**config.mk**
```make
export PLATFORM = sky130hd
export DESIGN_NAME = ff256_mult_dot
export DESIGN_NICKNAME = d
export VERILOG_FILES = /design/src/rtl/ff256_pkg.sv /design/src/rtl/ff256_mult_multiplier.sv /design/src/rtl/ff256_mult_dot.sv
export SDC_FILE = /design/constraint.sdc
export NUM_CORES = 1
export LEC_CHECK = 0
export BUFFER_PORTS_ARGS = -buffer_cell sky130_fd_sc_hd__buf_2
export CAP_MARGIN = 30
export CORE_MARGIN = 5
export CORE_UTILIZATION = 35
export CTS_CLUSTER_DIAMETER = 100
export CTS_CLUSTER_SIZE = 25
export DETAILED_ROUTE_END_ITERATION = 8
export SYNTH_ARGS = -nofsm -noshare
export SYNTH_HDL_FRONTEND = slang
export SYNTH_SLANG_ARGS = --single-unit
export TNS_END_PERCENT = 5
```
**constraint.sdc**
```tcl
create_clock -name clk -period 4.14 [get_ports clk]
set_clock_uncertainty 0.1 [all_clocks]
set_input_delay 0.828 -clock clk [delete_from_list [all_inputs] [get_ports clk]]
set_output_delay 0.828 -clock clk [all_outputs]
set_load 0.01 [all_outputs]
```
**src/rtl/ff256_pkg.sv**
```systemverilog
// Shared GF(2^8) definitions: field polynomial, element type, dot-engine states
// and the reference shift-and-add multiply used by the multiplier block.
package ff256_pkg;

  localparam logic [8:0] FF256_POLY = 9'h11B;

  typedef logic [7:0] gf8_t;

  typedef enum logic [1:0] {
    IDLE  = 2'd0,
    ACCUM = 2'd1,
    HOLD  = 2'd2
  } dot_state_t;

  // Low byte of the polynomial; folded back in whenever x^8 would appear.
  localparam gf8_t FF256_RED = FF256_POLY[7:0];

  // Carry-less multiply of a and b reduced modulo x^8+x^4+x^3+x+1.
  function automatic gf8_t gf8_mul(input gf8_t a, input gf8_t b);
    gf8_t acc;
    gf8_t sh;
    acc = 8'h00;
    sh  = a;
    for (int i = 0; i < 8; i++) begin
      if (b[i]) begin
        acc = acc ^ sh;
      end else begin
        acc = acc;
      end
      if (sh[7]) begin
        sh = (sh << 1) ^ FF256_RED;
      end else begin
        sh = sh << 1;
      end
    end
    return acc;
  endfunction

endpackage

```
**src/rtl/ff256_mult_multiplier.sv**
```systemverilog
// Combinational GF(2^8) multiplier: y = a * b over the 0x11B field.
module ff256_mult_multiplier
  import ff256_pkg::*;
(
  input  logic [7:0] a,
  input  logic [7:0] b,
  output logic [7:0] y
);

  assign y = gf8_mul(gf8_t'(a), gf8_t'(b));

endmodule

```
**src/rtl/ff256_mult_dot.sv**
```systemverilog
// Streaming GF(2^8) dot-product engine: XOR-accumulates f*p over a frame of
// beats and presents the sum, term count and overflow flag on a registered
// valid/ready output. s_ready depends combinationally on m_ready by design.
module ff256_mult_dot
  import ff256_pkg::*;
#(
  parameter int MAX_TERMS = 255,
  parameter int CW        = $clog2(MAX_TERMS + 1)
) (
  input  logic          clk,
  input  logic          rst,
  input  logic          s_valid,
  output logic          s_ready,
  input  logic [7:0]    s_f,
  input  logic [7:0]    s_p,
  input  logic          s_last,
  output logic          m_valid,
  input  logic          m_ready,
  output logic [7:0]    m_sum,
  output logic [CW-1:0] m_count,
  output logic          m_overflow
);

  dot_state_t    state_r;
  gf8_t          acc_r;
  logic [CW-1:0] cnt_r;
  logic          m_valid_r;
  gf8_t          m_sum_r;
  logic [CW-1:0] m_count_r;
  logic          m_overflow_r;

  gf8_t          prod_s;
  logic [CW-1:0] cnt_inc_s;
  logic          xfer_s;
  logic          close_s;
  logic          drain_s;

  ff256_mult_multiplier u_mul (
    .a (s_f),
    .b (s_p),
    .y (prod_s)
  );

  // A pending result that is not being taken this cycle stalls the input.
  assign s_ready   = !rst && !(m_valid_r && !m_ready);
  assign xfer_s    = s_valid && s_ready;
  assign cnt_inc_s = cnt_r + CW'(1);
  assign close_s   = xfer_s && (s_last || (cnt_inc_s == CW'(MAX_TERMS)));
  assign drain_s   = m_valid_r && m_ready;

  assign m_valid    = m_valid_r;
  assign m_sum      = m_sum_r;
  assign m_count    = m_count_r;
  assign m_overflow = m_overflow_r;

  // Frame FSM: accumulate beats, load the result on the closing beat, hold it until taken.
  always_ff @(posedge clk) begin
    if (rst) begin
      state_r      <= IDLE;
      acc_r        <= 8'h00;
      cnt_r        <= '0;
      m_valid_r    <= 1'b0;
      m_sum_r      <= 8'h00;
      m_count_r    <= '0;
      m_overflow_r <= 1'b0;
    end else if (close_s) begin
      // Closing beat: from IDLE/ACCUM, or from HOLD when the old result drains now.
      state_r      <= HOLD;
      m_valid_r    <= 1'b1;
      m_sum_r      <= acc_r ^ prod_s;
      m_count_r    <= cnt_inc_s;
      m_overflow_r <= !s_last;
      acc_r        <= 8'h00;
      cnt_r        <= '0;
    end else begin
      case (state_r)
        IDLE, ACCUM: begin
          if (xfer_s) begin
            acc_r   <= acc_r ^ prod_s;
            cnt_r   <= cnt_inc_s;
            state_r <= ACCUM;
          end else begin
            state_r <= state_r;
          end
        end
        HOLD: begin
          if (drain_s) begin
            m_valid_r <= 1'b0;
            if (xfer_s) begin
              acc_r   <= acc_r ^ prod_s;
              cnt_r   <= cnt_inc_s;
              state_r <= ACCUM;
            end else begin
              state_r <= IDLE;
            end
          end else begin
            state_r <= HOLD;
          end
        end
        default: begin
          state_r   <= IDLE;
          acc_r     <= 8'h00;
          cnt_r     <= '0;
          m_valid_r <= 1'b0;
        end
      endcase
    end
  end

endmodule

```
==> results by group <==
Die
  – Chip Width: 101.7 µm
  – Die Ht: 101.7 µm
  – Total die area: 10330 µm²
  – I/O pin count: 40
  – CORE AREA: 8217 µm²
  – Row cnt: 33
  – Starting Density: 35.78%

Place
  – Detailed Place HPWL: 5200 µm
  – Count of input and output buffers: 39
  – GP Congestion: 0.8140

GRT
  – Initial antenna violation count: 0
  – Largest net degree at the start of global routing: 16
  – Vias in the first global route: 2300
  – Global Route Usage Sum: 13.60%
  – Congestion Overflow GR: 0
  – First-pass GRT wire length: 11160 µm

Synthesis
  – Post-Syn Area: 2940 µm²
  – EDFF count, synth: 0
  – Avg Cell Area, Syn: 8.648 µm²
  – Primary FF master, synth: dfxtp_1
  – Area share of the largest cell type after synthesis: 24.51%
  – Yosys Warn Count: 0
  – #FFs+latches synth: 36
  – Mapped Cells: 340
  – Synth top area cells: dfxtp_1 (25%), xnor2_1 (12%), nand2_1 (8.8%)
  – Register area share after synthesis: 24.51%
  – Cell taking the most area after synthesis: dfxtp_1
  – Library cells used by synthesis: 47
  – Syn_nets: 363
  – Async SR Flop Fraction: 0%

Drt
  – Total Wirelength: 6845 µm
  – Initial DRC count: 94
  – # DRC: 0
  – DR pass1 iterations: 4
  – Wirelength per Cell: 14.66 µm
  – Via/cell ratio: 5.017
  – Post-DRT Antenna Nets: 0
  – Vias: 2343

STA
  – Hold Fails Final Rpt: 0
  – Worst slew margin: 41.46%
  – RSZ-0062 raised after global routing: no
  – Max Clk Rate: 356.4 MHz
  – Fin crit period: 2.806 ns
  – Final setup viols: 0
  – Final Cycle Share: 67.78%
  – Worst-Margin Slew: 0.8782 ns
  – Slew Limit Fails: 0
  – Setup TNS Final: 0 ns

Clock tree
  – CTS tree: yes
  – CTS Sinks: 36
  – Post-CTS Setup Inserts: 0
  – CTS buffer count: 5
  – Reg clk slew, reported paths: 0.07 ns
  – CTS root buffer: clkbuf_8
  – Hold-fix buffers, CTS: 0
  – Clock latency at the later pin of the worst-skew pair: 0.29 ns
  – Clock buffer depth: 2
  – H-tree depth: 2
  – Post_cts resized: 0

Setup path
  – CP delay by family, top: simple AND/OR/NAND/NOR gates
  – Crit-path max FO: 8
  – Cell Chain, Critical Path: ha_1 > nand3_4 > or2_4 > a221o_1 > or3_1 > or3_1 > a31oi_1
  – Worst setup path startpoint: cnt_r[1]
  – RR Startpoint: cnt_r[1]
  – WS Path Type: reg -> reg
  – Critical Path Source Type: flip-flop
  – Critical Path End Type: flip-flop
  – Slowest cell on the critical path: or3_1
  – CP most frequent cell: or3_1
  – Crit path buf inv count: 0
  – Crit path DAT: 2.92 ns
  – Critical Path RT: 4.26 ns
  – R2r setup slk: 1.33 ns
  – CP max stage delay: 0.49 ns

Cells and area
  – # diodes: 0
  – Synth-to-Final Area Change: 10.08%
  – Nets: 384
  – Post-layout util: 39.39%
  – Share of layout cells above drive strength 1: 15.75%
  – Fillers: 860

Worst hold path
  – Min-delay src: m_count[6]
  – Min-delay worst type: reg -> reg

Power and ir drop
  – Pwr Density: 325.0 nW/µm²
  – Leak Pwr: 1.430 nW
  – Worst ir drop on vdd: 0.1788 mV

Run status
  – Status: complete, no violations

Flow run
  – Max-cap violations: 0
area by class of cell:
cell class	count	area, µm²	area share, %
clock buffers	5	68.82	2.126
clock inverters	3	18.77	0.5798
inverters	4	15.01	0.4639
multi-input cells	274	2079	64.24
flip-flops and latches	36	720.7	22.27
well taps	105	131.4	4.059
repair buffers	40	202.7	6.262
tightest hold or removal path, stage by stage, from the launching register on:
cell     delay, ns
dfxtp_1       0.32
nand2_1       0.05
a21oi_1       0.05
power breakdown:
part           internal, W  switching, W  total (W)
clock             0.000117      0.000131   0.000248
sequential        0.000363     0.0000123   0.000375
combinational     0.000227      0.000201   0.000429
total             0.000708      0.000344    0.00105
sequential cells by signal, indices dropped and copies added, names as in the netlist:
name	count
m_sum	8
acc_r	8
state_r	2
m_valid	1
cnt_r	8
m_overflow	1
m_count	8
logic make-up (layout without fill, tap and decap cells):
family | Yosys count | in the layout | synth area share [%]
AOI/OAI and AO/OA | 51 | 51 | 12.47
xor gates and xnor gates | 79 | 79 | 32.26
adders and majority gates | 2 | 2 | 0.8509
buffers and inverters | 30 | 52 | 4.765
DFF | 36 | 36 | 24.51
muxes | 12 | 12 | 4.128
and+or+nand+nor | 130 | 130 | 21.02
worst paths after layout:
kind,cells after the start,to
worst max-delay path,7,m_sum[5]
worst min-delay path,2,m_count[6]
worst max register to register,7,m_sum[5]
worst min register to register,2,m_count[6]
layer usage:
metal / wire length (µm) / GRT usage [%]
met1: 3196 / 16.98
met2: 3314 / 24.45
met3: 252 / 1.997
met4: 81 / 3.476
met5: 0 / 0
cell usage in the layout, fill, tap and decap left out, types with 4 or more instances in the layout:
master,n
xor3_1,7
xor2_1,21
inv_1,4
nand3b_1,4
o21ai_0,6
buf_2,39
a22oi_1,6
xnor2_1,40
clkbuf_8,5
nor2_1,24
xnor3_1,11
nor2b_1,6
nand3_1,4
a22o_1,14
nor3_1,4
a21oi_1,9
mux2i_1,11
dfxtp_1,36
nand2_1,69
cells in the mapped netlist (6+ instances only):
library cell and n:
buf_2 7, nor2_1 24, xnor3_1 11, a21oi_1 9, dfxtp_1 36, xor3_1 7, nor2b_1 6, o21ai_0 6
xor2_1 21, clkbuf_1 15, a22o_1 14, mux2i_1 11, nand2_1 69, a22oi_1 6, xnor2_1 40
metrics by stage:
step           total power [W]  std cells  setup WS, ns  hold WS, ns  cell area [µm²]
2_1_floorplan        0.0007369        340         1.429       0.3513             2940
3_3_place_gp         0.0008077        459         1.184       0.3467             3149
3_5_place_dp         0.0008107        459         1.159       0.3496             3149
4_1_cts               0.001062        467         1.335       0.3632             3237
5_1_grt               0.001119        467         1.196       0.4054             3237
6_report              0.001052        467         1.334       0.3637             3237
(Power assumes the default switching activity.)
